===== config.mk =====
export PLATFORM = sky130hd
export DESIGN_NAME = mux_sel_sequencer
export DESIGN_NICKNAME = d
export VERILOG_FILES = /design/src/rtl/mux_sel_sequencer.sv
export SDC_FILE = /design/constraint.sdc
export NUM_CORES = 1
export LEC_CHECK = 0
export CORE_MARGIN = 5
export CORE_UTILIZATION = 48
export DETAILED_ROUTE_END_ITERATION = 7
export PLACE_DENSITY = 0.82
export SLEW_MARGIN = 10
export SYNTH_ARGS = -nofsm -noshare
export SYNTH_HDL_FRONTEND = slang
export SYNTH_SLANG_ARGS = --single-unit

===== constraint.sdc =====
create_clock -name clk -period 2.6 [get_ports clk]
set_input_delay 0.65 -clock clk [delete_from_list [all_inputs] [get_ports clk]]
set_output_delay 0.65 -clock clk [all_outputs]
set_load 0.05 [all_outputs]

===== src/rtl/mux_sel_sequencer.sv =====
// Word-to-bit sequencer for the 8:1 bit-select mux: latches a word, then walks sel over all
// eight bits with a programmable hold per slot. Define MUX_SEL_PARITY_EN for a trailing parity slot.
module mux_sel_sequencer #(
   parameter bit          MSB_FIRST = 1'b0,
   parameter int unsigned HOLD      = 1
) (
   input  logic       clk,
   input  logic       rst_n,
   input  logic [7:0] data_in,
   input  logic       data_valid,
   output logic       data_ready,
   input  logic       enable,
   output logic [7:0] word_out,
   output logic [2:0] sel,
   output logic       bit_valid,
   output logic       bit_strobe,
   output logic       bit_last,
`ifdef MUX_SEL_PARITY_EN
   output logic       parity_out,
`endif
   output logic [1:0] dbg_state_o
);

   // Handshake: a word is taken at a rising edge where data_valid && data_ready; data_valid
   // while data_ready is low is ignored, so the producer must keep it asserted until accepted.
   typedef enum logic [1:0] {
      IDLE  = 2'd0,
      SHIFT = 2'd1
`ifdef MUX_SEL_PARITY_EN
      ,PARITY = 2'd2
`endif
   } state_e;

   localparam logic [7:0] HOLD_M1   = 8'(HOLD - 1);
   localparam logic [2:0] START_SEL = MSB_FIRST ? 3'd7 : 3'd0;
   localparam logic [2:0] LAST_SEL  = MSB_FIRST ? 3'd0 : 3'd7;

   state_e     state_q;
   logic [7:0] word_q;
   logic [2:0] sel_q;
   logic [7:0] cnt_q;
   logic       bit_valid_q;
   logic       bit_last_q;
`ifdef MUX_SEL_PARITY_EN
   logic       parity_q;
`endif

   logic       slot_end_d;
   logic       accept_d;
   logic [2:0] sel_d;

   assign slot_end_d = (cnt_q == HOLD_M1);
   assign bit_strobe = slot_end_d & enable & bit_valid_q;
   // Ready on the final-slot strobe lets the next word follow with no idle cycle.
   assign data_ready = (state_q == IDLE) | (bit_strobe & bit_last_q);
   assign accept_d   = data_valid & data_ready;
   assign sel_d      = MSB_FIRST ? (sel_q - 3'd1) : (sel_q + 3'd1);

   always_ff @(posedge clk or negedge rst_n) begin
      if (!rst_n) begin
         state_q     <= IDLE;
         word_q      <= 8'd0;
         sel_q       <= 3'd0;
         cnt_q       <= 8'd0;
         bit_valid_q <= 1'b0;
         bit_last_q  <= 1'b0;
`ifdef MUX_SEL_PARITY_EN
         parity_q    <= 1'b0;
`endif
      end else if (accept_d) begin
         state_q     <= SHIFT;
         word_q      <= data_in;
         sel_q       <= START_SEL;
         cnt_q       <= 8'd0;
         bit_valid_q <= 1'b1;
         bit_last_q  <= 1'b0;
`ifdef MUX_SEL_PARITY_EN
         parity_q    <= 1'b0;
`endif
      end else begin
         case (state_q)
            SHIFT: begin
               if (enable) begin
                  if (slot_end_d) begin
                     cnt_q <= 8'd0;
                     if (sel_q == LAST_SEL) begin
`ifdef MUX_SEL_PARITY_EN
                        state_q    <= PARITY;
                        bit_last_q <= 1'b1;
                        parity_q   <= ^word_q;
`else
                        state_q     <= IDLE;
                        bit_valid_q <= 1'b0;
                        bit_last_q  <= 1'b0;
`endif
                     end else begin
                        sel_q <= sel_d;
`ifdef MUX_SEL_PARITY_EN
                        bit_last_q <= 1'b0;
`else
                        bit_last_q <= (sel_d == LAST_SEL);
`endif
                     end
                  end else begin
                     cnt_q <= cnt_q + 8'd1;
                  end
               end
            end
`ifdef MUX_SEL_PARITY_EN
            PARITY: begin
               // sel keeps its last data value for the whole parity slot.
               if (enable) begin
                  if (slot_end_d) begin
                     state_q     <= IDLE;
                     cnt_q       <= 8'd0;
                     bit_valid_q <= 1'b0;
                     bit_last_q  <= 1'b0;
                     parity_q    <= 1'b0;
                  end else begin
                     cnt_q <= cnt_q + 8'd1;
                  end
               end
            end
`endif
            default: begin
            end
         endcase
      end
   end

   assign word_out    = word_q;
   assign sel         = sel_q;
   assign bit_valid   = bit_valid_q;
   assign bit_last    = bit_last_q;
`ifdef MUX_SEL_PARITY_EN
   assign parity_out  = parity_q;
`endif
   assign dbg_state_o = state_q;

endmodule


==> metrics.sh <==
SYNTH_FP_NETS=135
TMIN_FINAL_PS=2610
WL_PER_CELL_UM=15.7
SYN_AREA_PER_CELL_SQ_UM=10.2
PIN_COUNT=29
SETUP.WORST_PATH.CLASS='reg -> out'
FINALPOWER_W=0.00212
MAX_CAP_VIOLATION_COUNT=0
SYNTH.CELL_AREA_SQ_UM=1200
FIN_SETUP_TNS_PS=-7.96
CELL_ROW_COUNT=18
CRITICAL_PATH.SLOWEST_CELL='or4bb_4'
VIA_PER_INST=5.62
FIRST_GLOBAL_VIAS=1023
CTS.PATH.MAX_BUFFERS=2
FMAX_GHz=0.383
HOLD_PATH_CLASS='reg -> reg'
DIEHEIGHT_UM=60.1
CRITPATHLAUNCHTYPE='flop'
WORST_SLACK_PS=-7.96
PLACE_WS_PS=-240
POST_SYNTH_XOR_AREA_FRACTION=0.0364
SYNTH-ASYNC-RESET-RATIO=1.00
SYNTHTOLAYOUTAREAGROWTH_PCT=36.6
WORSTPATHBUFFERINVERTERCOUNT=2
SEQUENTIAL_CELL_FRACTION_OF_TOTAL_POWER=0.260
TOTAL_LEAKAGE_POWER_nW=0.720
CTS.ROOT.BUFFER_CELL='clkbuf_4'
YOSYSTOPAREACELLSHARE=0.437
LARGEST_FAMILY_OF_LOGIC_CELLS_BY_SYNTHESIZED_AREA='simple AND/OR/NAND/NOR gates'
FP.DIEAREA_SQ_UM=3610
GRT_OVERFLOW=0
TIMING.FINAL.HOLD_VIOLATIONS=0
MOST-COMMON-LAYOUT-CELLS='clkdlybuf4s50_1, dfrtp_1, buf_4, nand2_1, mux2_2'
SYNTH-MAIN-FF-CELL='dfrtp_1'
PATH_CLK_SLEW_PS=120
VDD.IR_DROP.WORST_mV=0.820
WORST_CLOCK_SKEW_PS=1.12
POWER.COMBINATIONAL.FRACTION=0.664
LAYOUT-DRIVE-GT1-SHARE=0.255
GRT_ANTENNA_BEFORE_REPAIR=0
HTREE_NUM_LEVELS=1
TIMING.CRITICAL_PATH.SLOWEST_CELL_DELAY_PS=500
MOST_COMMON_CELL_AFTER_LAYOUT_FILL_AND_TAPS_ASIDE='clkdlybuf4s50_1'
RSZ0062_AT_GRT='yes'
SYNTH_SIMPLE_GATE_AREA_SHARE=0.173
ANTENNA-DIODE-COUNT=0
INITIAL_CORE_UTILIZATION=0.495
CLOCK_SINK_COUNT=21
GR-USAGE-ALL-LAYERS=0.173
WORST_EP_REQUIRED_TIME_PS=1950
SWITCHING_POWER_W=0.00103
YS_SEQ_AREA_FRAC=0.437
FIRST_PASS_GRT_WIRE_LENGTH_UM=4660
STATUS='finished, violations left'
SYNTH_FA_HA_AREA_FRAC=0.0520
DRT_PRE_ANTENNA_ITERS=4
DIE_W_UM=60.1
TIGHTESTPINTRANSITION_PS=518
CP_CELL_SEQUENCE='inv_2 > ha_4 > or4bb_4 > o31ai_4 > buf_12'
CLOCK_LATENCY_PS=300
POSTROUTEANTENNANETS=0
SYNTH_SEQ_CELLS=21
FIRST_ITER_VIOLATIONS=52
WORSTPATHMAXFANOUT=3
POST-SYNTH-TOP-AREA-CELL='dfrtp_1'
POWER.SWITCHING_FRACTION=0.488
DPL_CELL_AREA_SQ_UM=1530
SYNTH_TOP_CELLS_BY_AREA='dfrtp_1, mux2_2, ha_1'
MIN_PERIOD_OVER_PERIOD=1.00
ROUTE.FINAL.WIRE_LENGTH_UM=2940
SHARE_OF_THE_SYNTHESIZED_AREA_IN_COMPOUND_GATES_AO_OA_AOI_OAI=0.131
MAX-SLEW-MARGIN-REL=0.654
CRIT_FAMILY='simple AND/OR/NAND/NOR gates'
INTPOWER_W=0.00109
DRC=0
TIMING.CRITICAL_PATH.TO_TYPE='output port'
POST_SYNTH_NUM_CELL_TYPES=39
SYNTH_MUX_AREA_FRAC=0.105
AREAL_POWER_DENSITY_OVER_THE_CELLS_nW_PER_UM2=1290
FINALINSTANCEAREA_SQ_UM=1640
SETUP_VIOL_COUNT_FINAL=1
IO_BUFFERS=27
FAILED_CHECKS='negative setup slack'
MAXSLEWVIOLCOUNT=0
SYNTH-EDFF-COUNT=0
LARGEST_NET_DEGREE_AT_THE_START_OF_GLOBAL_ROUTING=22
CTS_MADE_BUFFERS=3
PLACE_HPWL_UM=1960
VIAS=1051
CP_DATA_ARRIVAL_TIME_PS=1960
PLACE.GP.CONGESTION=0.797
FINAL_NETS=175
SYN-INSTANCE-COUNT=118
CLOCK_TREE_FROM_TRITONCTS='yes'
YOSYSWARNINGCOUNT=0
CORE_REGION_AREA_SQ_UM=2430
POWER_FRAC_CLOCK=0.076
## repair_timing
item                       in CTS  in global routing
pin swaps                       4                  3
hold buffers                    0                  0
setup endpoints to repair       2                  2
resized for setup               8                  0
setup buffers                   7                  2
## cells in the mapped netlist (all sizes together) (2+ instances only)
| master | instances |
|---|---|
| a31oi | 3 |
| a21oi | 3 |
| xnor2 | 4 |
| ha | 5 |
| nand4 | 3 |
| nor4 | 2 |
| nor2 | 7 |
| dfrtp | 21 |
| nand2b | 2 |
| nand2 | 12 |
| nor3 | 2 |
| mux2 | 10 |
| o21ai | 8 |
| o31ai | 2 |
| buf | 6 |
| inv | 8 |
| nand3 | 5 |
## power by group through the flow
stage / combinational [W] / sequential [W] / clock [W]
final: 0.00141 / 0.000551 / 0.000161
after global routing: 0.00148 / 0.000571 / 0.000181
after CTS: 0.00137 / 0.000547 / 0.000164
after detailed placement: 0.00128 / 0.000554 / 0
after global placement: 0.00125 / 0.000546 / 0
after floorplan: 0.000546 / 0.000874 / 0
## registers in the layout (all words and copies together), names as in the netlist
| signal | flops |
|---|---|
| bit_valid | 1 |
| sel | 3 |
| bit_last | 1 |
| cnt_q | 8 |
| word_out | 8 |
## area by class of cell
type	instances	area (sq um)
Clock inverter	1	5.00
Timing Repair Buffer	41	395
Sequential cell	21	526
Inverter	8	30.0
Fill cell	178	788
Tap cell	30	37.5
Multi-Input combinational cell	83	628
Clock buffer	3	22.5
## metrics by stage
| stage | std cells | hold slack [ps] | utilization |
|---|---|---|---|
| 2_1_floorplan | 118 | 354 | - |
| 3_3_place_gp | 174 | 490 | 0.629 |
| 3_5_place_dp | 174 | 496 | 0.629 |
| 4_1_cts | 185 | 526 | 0.670 |
| 5_1_grt | 187 | 540 | 0.676 |
| 6_report | 187 | 526 | 0.676 |
## worst paths after layout
| path | startpoint | endpoint | slack (ps) | depth (start not counted) |
|---|---|---|---|---|
| max reg2reg | cnt_q[1]$_DFFE_PN0P_ | word_out[5]$_DFFE_PN0N_ | 570 | 6 |
| min reg2reg | word_out[4]$_DFFE_PN0N_ | word_out[4]$_DFFE_PN0N_ | 530 | 1 |
| min in group asynchronous | rst_n | cnt_q[1]$_DFFE_PN0P_ | 670 | 2 |
| max in group asynchronous | rst_n | sel[1]$_DFFE_PN0P_ | 1720 | 2 |
| max | cnt_q[1]$_DFFE_PN0P_ | data_ready | -8 | 5 |
| min | word_out[4]$_DFFE_PN0N_ | word_out[4]$_DFFE_PN0N_ | 530 | 1 |
## logic make-up after synthesis
family                     after synthesis
AOI/OAI and AO/OA                       22
DFF                                     21
adders and majority gates                5
and+or+nand+nor                         39
other                                    1
buffers and inverters                   14
muxes                                   11
xor gates and xnor gates                 5
## routing by layer
layer,GRT usage,up-vias,share of wire
li1,-,492,-
met1,0.223,513,0.42
met2,0.289,40,0.52
met3,0.0238,6,0.044
met4,0.0696,0,0.018
met5,0,-,0
(Power assumes the default switching activity.)
